## src/rtl/chest_freq_interp.sv

```systemverilog
`default_nettype none
// ============================================================================
//  Module   : chest_freq_interp
//  Purpose  : Frequency-domain linear interpolator for one NB-IoT PRB. Takes
//             the four averaged pilot estimates E1..E4 and streams twelve
//             per-subcarrier channel estimates, one per cycle. Handles one
//             component (real or imaginary); instantiate once per component.
//             Pilots sit at subcarriers shift + 3k, k = 0..3. Subcarriers
//             between pilots are linearly interpolated, and those outside the
//             pilot span hold the nearest pilot.
//  Ports    : clk        - clock, rising edge
//             rst        - asynchronous active-low reset
//             start      - capture E1..E4/shift, accepted only while busy = 0
//             shift[1:0] - pilot offset 0..2 (3 behaves as 0)
//             E1..E4     - signed pilot estimates at p_0..p_3
//             h_out      - interpolated estimate for subcarrier sc_idx
//             sc_idx     - subcarrier index 0..11
//             out_valid  - h_out/sc_idx valid this cycle
//             busy       - a PRB is in progress
//             done       - one-cycle pulse alongside the sc_idx = 11 output
//  Macro    : INTERP_ROUND_EN - when defined, round-half-up the interpolated
//             values; otherwise floor via arithmetic shift.
//  Revision : 1.0 - initial release
// ============================================================================
module chest_freq_interp #(
    parameter int WIDTH_EST = 17
) (
    input  logic                        clk,
    input  logic                        rst,
    input  logic                        start,
    input  logic [1:0]                  shift,
    input  logic signed [WIDTH_EST-1:0] E1,
    input  logic signed [WIDTH_EST-1:0] E2,
    input  logic signed [WIDTH_EST-1:0] E3,
    input  logic signed [WIDTH_EST-1:0] E4,
    output logic signed [WIDTH_EST-1:0] h_out,
    output logic [3:0]                  sc_idx,
    output logic                        out_valid,
    output logic                        busy,
    output logic                        done
);

    localparam int SW = WIDTH_EST + 2;   // width of the weighted sum S
    localparam int PW = WIDTH_EST + 18;  // width of the product P

    localparam logic [1:0] S_IDLE  = 2'd0;
    localparam logic [1:0] S_RUN   = 2'd1;
    localparam logic [1:0] S_DRAIN = 2'd2;

    // 21846 / 65536 ~= 1/3, so (S * 21846) >>> 16 ~= S / 3
    localparam logic signed [PW-1:0] COEF    = PW'(21846);
`ifdef INTERP_ROUND_EN
    localparam logic signed [PW-1:0] ROUND   = PW'(32768);
`endif
    localparam logic signed [PW-1:0] SAT_MAX = {{(PW-WIDTH_EST+1){1'b0}}, {(WIDTH_EST-1){1'b1}}};
    localparam logic signed [PW-1:0] SAT_MIN = ~SAT_MAX;

    logic [1:0]                  state;
    logic [1:0]                  state_next;
    logic [3:0]                  n;
    logic [1:0]                  s_q;
    logic signed [WIDTH_EST-1:0] e_q [0:3];
    logic                        accept;

    // datapath intermediates
    logic                        lo_hold;
    logic                        hi_hold;
    logic [3:0]                  m;
    logic [1:0]                  k;
    logic [1:0]                  d;
    logic signed [WIDTH_EST-1:0] ea;
    logic signed [WIDTH_EST-1:0] eb;
    logic signed [SW-1:0]        ea_x;
    logic signed [SW-1:0]        eb_x;
    logic signed [SW-1:0]        s_sum;
    logic signed [PW-1:0]        s_ext;
    logic signed [PW-1:0]        prod;
    logic signed [PW-1:0]        prod_adj;
    logic signed [PW-1:0]        shifted;
    logic signed [WIDTH_EST-1:0] interp;
    logic signed [WIDTH_EST-1:0] h_next;

    // registered-output next values
    logic                        valid_next;
    logic                        done_next;
    logic                        busy_next;

    assign accept = (state == S_IDLE) && start;

    // ------------------------------------------------------------------
    // FSM: state register
    // ------------------------------------------------------------------
    always_ff @(posedge clk or negedge rst) begin
        if (!rst) begin
            state <= S_IDLE;
        end else begin
            state <= state_next;
        end
    end

    // ------------------------------------------------------------------
    // FSM: next-state logic
    // ------------------------------------------------------------------
    always_comb begin
        state_next = state;
        case (state)
            S_IDLE:  if (start) state_next = S_RUN;
            S_RUN:   if (n == 4'd11) state_next = S_DRAIN;
            S_DRAIN: state_next = S_IDLE;
            default: state_next = S_IDLE;
        endcase
    end

    // ------------------------------------------------------------------
    // FSM: output logic (next values for the registered outputs)
    // ------------------------------------------------------------------
    always_comb begin
        valid_next = (state == S_RUN);
        done_next  = (state == S_RUN) && (n == 4'd11);
        // busy follows the state we are about to enter, so it rises the
        // cycle after start and falls the cycle after DRAIN.
        busy_next  = (state_next != S_IDLE);
    end

    // ------------------------------------------------------------------
    // Capture registers and subcarrier counter
    // ------------------------------------------------------------------
    always_ff @(posedge clk or negedge rst) begin
        if (!rst) begin
            n      <= 4'd0;
            s_q    <= 2'd0;
            e_q[0] <= '0;
            e_q[1] <= '0;
            e_q[2] <= '0;
            e_q[3] <= '0;
        end else if (accept) begin
            n      <= 4'd0;
            s_q    <= (shift == 2'd3) ? 2'd0 : shift;
            e_q[0] <= E1;
            e_q[1] <= E2;
            e_q[2] <= E3;
            e_q[3] <= E4;
        end else if ((state == S_RUN) && (n != 4'd11)) begin
            n <= n + 4'd1;
        end
    end

    // ------------------------------------------------------------------
    // Interpolation datapath for subcarrier n
    // ------------------------------------------------------------------
    always_comb begin
        lo_hold = (n < {2'b00, s_q});
        hi_hold = (n > ({2'b00, s_q} + 4'd9));
        // offset from the first pilot; only meaningful when neither hold applies
        m = n - {2'b00, s_q};
        case (m)
            4'd0:    begin k = 2'd0; d = 2'd0; end
            4'd1:    begin k = 2'd0; d = 2'd1; end
            4'd2:    begin k = 2'd0; d = 2'd2; end
            4'd3:    begin k = 2'd1; d = 2'd0; end
            4'd4:    begin k = 2'd1; d = 2'd1; end
            4'd5:    begin k = 2'd1; d = 2'd2; end
            4'd6:    begin k = 2'd2; d = 2'd0; end
            4'd7:    begin k = 2'd2; d = 2'd1; end
            4'd8:    begin k = 2'd2; d = 2'd2; end
            default: begin k = 2'd3; d = 2'd0; end
        endcase

        ea   = e_q[k];
        // wraps to e_q[0] for k = 3, where d is always 0 and eb is unused
        eb   = e_q[k + 2'd1];
        ea_x = {{2{ea[WIDTH_EST-1]}}, ea};
        eb_x = {{2{eb[WIDTH_EST-1]}}, eb};

        // (3-d)*Ea + d*Eb for d = 1 or 2
        s_sum = (d == 2'd1) ? (ea_x + ea_x + eb_x) : (ea_x + eb_x + eb_x);
        s_ext = {{(PW-SW){s_sum[SW-1]}}, s_sum};
        prod  = s_ext * COEF;
`ifdef INTERP_ROUND_EN
        prod_adj = prod + ROUND;
`else
        prod_adj = prod;
`endif
        shifted = prod_adj >>> 16;

        if (shifted > SAT_MAX) begin
            interp = SAT_MAX[WIDTH_EST-1:0];
        end else if (shifted < SAT_MIN) begin
            interp = SAT_MIN[WIDTH_EST-1:0];
        end else begin
            interp = shifted[WIDTH_EST-1:0];
        end

        // pilot positions and held edges bypass the multiplier entirely
        if (lo_hold) begin
            h_next = e_q[0];
        end else if (hi_hold) begin
            h_next = e_q[3];
        end else if (d == 2'd0) begin
            h_next = ea;
        end else begin
            h_next = interp;
        end
    end

    // ------------------------------------------------------------------
    // Output pipeline register
    // ------------------------------------------------------------------
    always_ff @(posedge clk or negedge rst) begin
        if (!rst) begin
            h_out     <= '0;
            sc_idx    <= 4'd0;
            out_valid <= 1'b0;
            busy      <= 1'b0;
            done      <= 1'b0;
        end else begin
            out_valid <= valid_next;
            done      <= done_next;
            busy      <= busy_next;
            // h_out and sc_idx hold their last values between PRBs
            if (valid_next) begin
                h_out  <= h_next;
                sc_idx <= n;
            end
        end
    end

endmodule
`default_nettype wire
```

## config.mk

```make
export PLATFORM = sky130hd
export DESIGN_NAME = chest_freq_interp
export DESIGN_NICKNAME = d
export VERILOG_FILES = /design/src/rtl/chest_freq_interp.sv
export SDC_FILE = /design/constraint.sdc
export NUM_CORES = 1
export LEC_CHECK = 0
export CORE_ASPECT_RATIO = 0.75
export CORE_UTILIZATION = 62
export CTS_BUF_LIST = sky130_fd_sc_hd__clkbuf_16
export CTS_CLUSTER_SIZE = 24
export DETAILED_ROUTE_END_ITERATION = 8
export HOLD_SLACK_MARGIN = 0.08
export PLACE_DENSITY = 0.84
export SYNTH_ARGS = -nofsm -noshare
export SYNTH_HDL_FRONTEND = slang
export SYNTH_SLANG_ARGS = --single-unit
```

## constraint.sdc

```tcl
create_clock -name clk -period 14.4 [get_ports clk]
set_clock_uncertainty 0.15 [all_clocks]
set_input_delay 3.6 -clock clk [delete_from_list [all_inputs] [get_ports clk]]
set_output_delay 3.6 -clock clk [all_outputs]
set_load 0.005 [all_outputs]
```

Word level (Yosys, flattened, before mapping)
Memory sizes are Yosys's and may differ from the RTL's.
Cells that the tools add are included.
{ "word_totals": {"output_inout_bits": 24, "elab_cells": 60, "reg_bits": 100, "mem_count": 1, "input_bits": 73, "romBits": 64} }
{ "memory_table": {"columns": ["name", "words", "word_bits", "read_ports", "rd_clocked_by_memory_dff", "write_ports", "line_no", "rtl"], "rows": [
  ["(name not given)", 16, 4, 1, 0, 0, "156", "case (m)"]
]} }
{ "classes": {"add_sub_neg": 8, "n_mux": 18, "n_eq_ne": 5, "n_mul": 1, "bitwise": 2, "magnitude_cmp": 6, "n_reduce_logical": 7} }
{ "ops": {"columns": ["op", "count"], "rows": [
  ["$mux W17", 9],
  ["$bmux W17 S2", 2],
  ["$add A18 B17 Y19", 2],
  ["$add A17 B17 Y18", 2],
  ["$mul A19 B15 Y34 const B", 1],
  ["$gt A19 B17 Y1 const B", 1],
  ["$lt A19 B17 Y1 const B", 1],
  ["$mux W19", 1],
  ["$mux W4", 2],
  ["$ge A3 B3 Y1 const B", 2],
  ["$mux W2", 3],
  ["$not A2 Y3", 2],
  ["$add A2 B4 Y4 const B", 1],
  ["$add A4 B1 Y4 const B", 1],
  ["$eq A2 B1 Y1 const B", 2],
  ["$eq A4 B4 Y1 const B", 1],
  ["$gt A4 B4 Y1", 1],
  ["$logic_not A2 Y1", 2],
  ["$lt A4 B2 Y1", 1],
  ["$ne A4 B4 Y1 const B", 1],
  ["$pmux W2 S2", 1],
  ["$reduce_bool A2 Y1", 2],
  ["$sub A4 B2 Y4", 1],
  ["$logic_and A1 B1 Y1", 3],
  ["other kinds (2)", 2]
]} }

Depth between registers and ports, before layout
Gate-level depths: netlist (run 1).
An unclocked memory read counts as a cell.
{ "logic_depth": {"ltp_word": 17, "depth_mapped": 52, "depth_no_buf": 45} }

Least setup slack after synthesis (run 1)
Ideal clock, no wire load.
{ "synth_timing": {"kind": "register -> register", "startpoint": "register n[0]", "endpoint": "register h_out[15]", "setup_slack_ns": 3.404, "setup_ns": 0.133, "required_ns": 14.117, "t_arrival_ns": 10.713, "period_less_slack_ns": 10.996, "n_path_buf": 6, "path_stages_with_launch": 48, "cell_sequence": "dfrtp_1 inv_1 ha_1 fa_1 clkbuf_1 nor2b_1 buf_2 mux2i_1 buf_2 nand2_1 clkbuf_1 buf_1 mux2_2 nor2_1 a21oi_1 ha_1 a21oi_1 o31ai_1 [... 12 more ...] fa_1 inv_1 fa_1 inv_1 ha_1 clkbuf_1 and3_1 nand4_1 nor3_1 o31ai_1 nand3_1 a31oi_2 o21ai_1 a21oi_1 xnor2_1 o21a_1 a2111oi_0 nor2_1"} }
{ "synth_via": {"elab_chain_cells": 17, "word_cells_on_any_way": 28, "cone_classes": "6 x add/sub; 1 x mul; 4 x order compare; 1 x eq/ne; 12 x mux; 2 x bitwise; 1 x reduce/logical; 1 x memory"} }
{ "synth_lines": {"columns": ["element", "line_no", "rtl"], "rows": [
  ["start, declared", "60", "logic [3:0] n;"],
  ["start signal, assigned", "144", "n <= n + 4'd1;"],
  ["$sub A4 B2 Y4", "155", "m = n - {2'b00, s_q};"],
  ["$mem_v2 Z16 W4", null, null],
  ["$add A2 B1 Y2", "171", "eb = e_q[k + 2'd1];"],
  ["$not A2 Y3 (implied by the code)", "171", null],
  ["$bmux W17 S2", "171", null],
  ["$mux W17 (implied by the code) (2 in a row)", "171", null],
  ["$add A17 B17 Y18", "176", "s_sum = (d == 2'd1) ? (ea_x + ea_x + eb_x) : (ea_x + eb_x + eb_x);"],
  ["$add A18 B17 Y19", "176", null],
  ["$mux W19", "176", null],
  ["$mul A19 B15 Y34", "178", "prod = s_ext * COEF;"],
  ["$lt A19 B17 Y1", "188", "end else if (shifted < SAT_MIN) begin"],
  ["$mux W17", "188", null],
  ["$mux W17", "186", "if (shifted > SAT_MAX) begin"],
  ["$mux W17", "199", "end else if (d == 2'd0) begin"],
  ["$mux W17", "197", "end else if (hi_hold) begin"],
  ["$mux W17 *", "195", "if (lo_hold) begin"],
  ["end signal, assigned", "222", "h_out <= h_next;"],
  ["end, declared", "36", "output logic signed [WIDTH_EST-1:0] h_out,"]
]} }
Every way passes the cells marked *; elsewhere a longest branch is shown, timed or not. The select of a mux whose other input is x is not followed.
A chain may end at the register's enable or synchronous reset.

Worst setup path after layout (run 1)
{ "layout_timing": {"startpoint": "register n[0]", "endpoint": "register h_out[11]"} }
Same word-level chain as after synthesis.

==> results of run 1 <==
==> routing by layer <==
metal | wire [microns] | track usage
met3 | 4230 | 0.0880
met2 | 16300 | 0.526
met4 | 547 | 0.0604
met1 | 16800 | 0.528
met5 | 0 | 0
==> per-stage QoR <==
step	std cells	cell area, sq um
2_1_floorplan	1612	13400
3_3_place_gp	1950	14600
3_5_place_dp	1950	14600
4_1_cts	1966	14900
5_1_grt	1966	14900
6_report	1966	14900
==> cells in the final DEF, fill, tap and decap left out, types with 26 or more instances in the layout <==
cell type	netlist	routed
nand2_1	308	308
inv_1	193	193
ha_1	151	151
fa_1	112	112
dfrtp_1	100	100
clkdlybuf4s50_1	0	95
a21oi_1	78	78
nor2_1	68	68
o21ai_0	59	59
a21o_1	39	39
xnor2_1	38	38
xor2_1	29	29
a31oi_1	28	28
mux2i_1	27	27
o22ai_1	26	26
==> how the worst max path moves through the flow <==
stage	start	end	slack, ns	cells after the start
finish	n[0]	h_out[11]	0.95	44
global route	n[0]	h_out[11]	0.34	42
CTS	n[0]	h_out[11]	1.33	44
detailed placement	n[0]	h_out[11]	1.39	42
global placement	n[0]	h_out[3]	1.81	42
floorplan	n[0]	h_out[15]	3.40	47
==> kinds of logic (layout without fill, tap and decap cells) <==
group | after synthesis | after routing | share of synthesized area
AOI/OAI and AO/OA | 350 | 350 | 0.174
and+or+nand+nor | 527 | 527 | 0.176
adders and majority gates | 265 | 265 | 0.309
buffers and inverters | 261 | 327 | 0.0749
xor gates and xnor gates | 68 | 68 | 0.0449
muxes | 41 | 41 | 0.0337
DFF | 100 | 100 | 0.186
==> state kept, by name (all words and copies together), names as in the netlist <==
name	flops
busy	1
done	1
e_q	68
h_out	17
n	4
out_valid	1
s_q	2
sc_idx	4
state	2
==> critical path, delay by kind of cell (launching register included) <==
kind,cells,cell delay [ns]
compound gates,15,4.01
xor+xnor,1,0.10
fa+ha+maj,10,4.56
buf+inv,7,0.99
flops,1,0.40
mux,1,0.16
simple gates,10,2.89
==> final cells by class <==
type / count / share of cell area
clock buffer: 9 / 0.0151
tap: 288 / 0.0241
sequential: 100 / 0.168
clock inverter: 7 / 0.00544
timing repair buffer: 117 / 0.0747
multi-input combinational: 1251 / 0.664
inverter: 194 / 0.0487
==> results.md, run 1 <==
- Net count after synthesis: approximately 1900
- First DRT Iteration DRCs: ~1300
- # hold bufs at CTS: 0
- Largest stage delay on the critical path: 0.74 ns
- Setup TNS: 0 ns
- Total die area: 0.0223 sq mm
- CTS H-Tree Depth: 3
- Initial antenna violation count: 0
- Async SR Flop Fraction: 1.00
- Final hold vios: 0
- FF-to-FF setup slack: 0.95 ns
- TritonRoute pass-1 iters: 6
- Synthesized flop and latch total: 100
- Relative slew slack: 0.290
- Reg2Reg Capture Point: h_out[11]
- Setup violators final: 0
- Worst min path class: register to register
- Largest net degree at the start of global routing: 78
- Critical path's slowest cell: fa_1
- Fin. max-slew vios: 0
- Sequential cell area: between 0.002 and 0.003 sq mm
- Final cycle utilization of the critical path: 0.934
- Hold path startpoint: sc_idx[3]
- First-pass GRT wire length: about 61000 microns
- Routed wire length: 37900 microns
- Fillers: between 1500 and 2000
- Clock tree buffer depth: 2
- Vias in the first global route: 11309
- Synth warnings: 0
- Worst setup margin: approximately 0.95 ns
- Worst slew pin tran: 1.05 ns
- EDFF count, synth: 0
- Startpoint types: register
- Post-synth top area share: 0.186
- Top cells by area, synth: dfrtp_1 19%, fa_1 17%, ha_1 14%
- Final net count: 2009
- Port Buf Inserts: 96
- Post-CTS sizing: 0
- Via-to-Cell Ratio: 6.16
- Setup repair bufs after CTS: 0
- Worst-path clk slew: ~0.08 ns
- Share of layout cells above drive strength 1: 0.0483
- Die height: 129 microns
- Layout area overhead: 11.3%
- Synth unique cells: between 80 and 90
- Hold Slack: around 0.33 ns
- Worst hold path depth: 2
- R2r worst-path depth: between 40 and 50
- RSZ-0062 raised after global routing: no
- Synth Cell Area: roughly 0.013 sq mm
- Num Clock Sinks: 100
- Starting density of the core: 0.634
- Worst R2R Start: n[0]
- GPL Wtd Cong: about 0.98
- Max Fclk: around 0.074 GHz
- Most used DFF post-synth: dfrtp_1
- Yosys top cell by area: dfrtp_1
- Max Cap Violations: 0
- Setup crit end kind: register
- TritonCTS clock tree: yes
- Crit path max fanout: 24
- # rows: 46
- Worst-Skew Late Latency: approximately 0.36 ns
- Worst Path Class, Setup: register to register
- Worst Hold Path EP: sc_idx[3]
- Synth Area per Inst: about 8.3 sq um
- Area of the multi-input gates: slightly below 0.01 sq mm
- Crit path time final: ~13 ns
- Clk root buf: clkbuf_16
- Top-count cell post-synth: nand2_1
- Core ar.: approximately 0.021 sq mm
- Diode count: 0
- CP required: between 10 and 15 ns
- TritonCTS Buffers: 9
- Die Width: ~170 microns
- Post-synth top cells: 308 x nand2_1, 193 x inv_1, 151 x ha_1
- Post-detail-place hpwl: 30300 microns
- Status: completed
- DRC violation count after routing: 0
- Number of top-level pins: between 90 and 100
- Final antenna-violating net count: 0
- DR WL/cell: roughly 19 microns
- CP most frequent cell: fa_1
- Sequential fraction of the synthesis area: 0.186
- GRT Overall Usage: 0.354
- CP arrival: 13.48 ns
- Cells after Synth: roughly 1600
- Fin util: 0.705
- Overflow left after global routing: 0
- Setup slack at placement: ~1.4 ns
- Via count: 12113
Power of run 1 is left out: the tool's default activity adds up to more than one toggle a clock period on the data nets, which glitch-free logic cannot reach.
==> run 2, diff against run 1 <==
--- a/config.mk
+++ b/config.mk
@@ -6,6 +6,7 @@
 export NUM_CORES = 1
 export LEC_CHECK = 0
 export CORE_ASPECT_RATIO = 0.75
+export CORE_MARGIN = 2
 export CORE_UTILIZATION = 62
 export CTS_BUF_LIST = sky130_fd_sc_hd__clkbuf_16
 export CTS_CLUSTER_SIZE = 24
==> results.md, run 2 (synthesis gave the netlist of run 1 again) <==
- Regs by FF count: e_q (68), h_out (17)
- Setup crit end kind: register
- Relative slew slack: 0.305 (+0.0153)
- Met2 Routed Length: 16700 microns (+2.2%)
- Routed wire length: 38300 microns (+1.0%)
- Commonest non-fill, non-tap cell in the layout: nand2_1
- Setup TNS: 0 ns (unchanged)
- Initial antenna violation count: 0 (unchanged)
- GRT Overall Usage: 0.346 (-0.00791)
- Final cycle utilization of the critical path: 0.916 (-0.0181)
- Via count: 12139 (+0.21%)
- Fin. max-slew vios: 0 (unchanged)
- Max Cap Violations: 0 (unchanged)
- Overflow left after global routing: 0 (unchanged)
- Core ar.: 0.0212 sq mm (unchanged)
- Starting density of the core: 0.634 (unchanged)
- Worst slew pin tran: 1.04 ns (-0.0119 ns)
- Clock tree buffer depth: 2 (unchanged)
- Final net count: 2009 (unchanged)
- Critical path's slowest cell: fa_1
- Die height: 131 microns (+1.5%)
- # hold bufs at CTS: 0 (unchanged)
- RSZ-0062 raised after global routing: no
- Final antenna-violating net count: 0 (unchanged)
- Worst-path clk slew: 0.08 ns (about the same)
- Crit path time final: 13.19 ns (-0.261 ns)
- Hold path startpoint: sc_idx[2]
- Worst Path Class, Setup: register to register
- R2r worst-path depth: 42 (-4.5%)
- # rows: 46 (unchanged)
- FF-to-FF setup slack: 1.21 ns (+0.26 ns)
- Worst R2R Start: n[0]
- Startpoint types: register
- CP required: 14.42 ns (about the same)
- CTS H-Tree Depth: 3 (unchanged)
- Post-detail-place hpwl: 30900 microns (+1.8%)
- Worst hold path depth: 2 (unchanged)
- Num Clock Sinks: 100 (unchanged)
- First DRT Iteration DRCs: 1375 (+3.3%)
- Top reg by flops: e_q
- Largest register FFs: 68 (unchanged)
- Diode count: 0 (unchanged)
- Via-to-Cell Ratio: 6.17 (+0.21%)
- Status: completed
- Total die area: 0.0229 sq mm (+2.7%)
- DR WL/cell: 19.5 microns (+1.0%)
- Layout area overhead: 11.3% (about the same)
- GPL Wtd Cong: 0.977 (-0.31%)
- Worst min path class: register to register
- Port Buf Inserts: 96 (unchanged)
- CP most frequent cell: fa_1
- Worst Hold Path EP: sc_idx[2]
- CP arrival: 13.21 ns (-0.27 ns)
- Final hold vios: 0 (unchanged)
- Commonest cells after routing, fill and taps aside: 308 x nand2_1, 193 x inv_1, 151 x ha_1, 112 x fa_1, 100 x dfrtp_1
- Setup violators final: 0 (unchanged)
- Setup repair bufs after CTS: 0 (unchanged)
- DRC violation count after routing: 0 (unchanged)
- Number of top-level pins: 97 (unchanged)
- Worst-Skew Late Latency: 0.35 ns (about the same)
- Largest net degree at the start of global routing: 78 (unchanged)
- TritonCTS clock tree: yes
- TritonRoute pass-1 iters: 6 (unchanged)
- Vias in the first global route: 11930 (+5.5%)
- Met1 wire length: 17300 microns (+3.1%)
- Metal3 WL: 3600 microns (-15%)
- Crit path from: n[0]
- Reg2Reg Capture Point: h_out[3]
- Clk root buf: clkbuf_16
- Crit path max fanout: 28 (+17%)
- Top Layer Used: met4
- First-pass GRT wire length: 63700 microns (+4.8%)
- Die Width: 174 microns (+1.2%)
- Post-CTS sizing: 0 (unchanged)
- Share of layout cells above drive strength 1: 0.0483 (unchanged)
- Largest stage delay on the critical path: 0.75 ns (about the same)
- Max Fclk: 0.0758 GHz (+2.0%)
- TritonCTS Buffers: 9 (unchanged)
## run 2: cell count changes in the layout (fill, tap and decap cells not counted)
cell | previous run | this run
clkinv_2 | 1 | 0
clkinv_4 | 0 | 1
clkinvlp_4 | 0 | 1
inv_6 | 3 | 2
## run 2: how the worst max path moves through the flow
stage | end | slack [ns] | cells past startpoint
floorplan | h_out[15] | 3.40 | 47
global placement | h_out[3] | 1.95 | 37
detailed placement | h_out[11] | 1.48 | 42
CTS | h_out[3] | 1.46 | 42
global route | h_out[3] | 0.60 | 42
finish | h_out[3] | 1.21 | 42
## run 2: metrics by stage
stage | hold slack [ns] | instance area [sq um] | instances | utilization | setup WS, ns
final | 0.330 | 14900 | 1966 | 0.705 | 1.21
after global routing | 0.358 | 14900 | 1966 | 0.705 | 0.596
after CTS | 0.330 | 14900 | 1966 | 0.705 | 1.46
after detailed placement | 0.313 | 14600 | 1950 | 0.691 | 1.48
after global placement | 0.311 | 14600 | 1950 | 0.691 | 1.95
after floorplan | 0.281 | 13400 | 1612 | - | 3.40
## run 2: layer usage
layer  up-vias  global-route usage
li1       5603                   -
met1      5863               0.526
met2       605               0.517
met3        68              0.0677
met4         0              0.0635
met5         -                   0
## run 2: cell type report
class,count,area (sq um)
clock inverter,7,83.8
sequential,100,2500
multi-input combinational,1251,9930
fill,1744,6240
tap,288,360
clock buffer,9,225
timing repair buffer,117,1120
inverter,194,728
## run 2: critical path: cells and delay by family, from the launching register on
family / cells / cell delay, ns
mux: 1 / 0.16
flops: 1 / 0.41
simple gates: 7 / 2.29
buf+inv: 5 / 0.74
xor+xnor: 2 / 0.26
fa+ha+maj: 10 / 4.59
compound gates: 17 / 4.38
Power of run 2 is left out for the same reason.
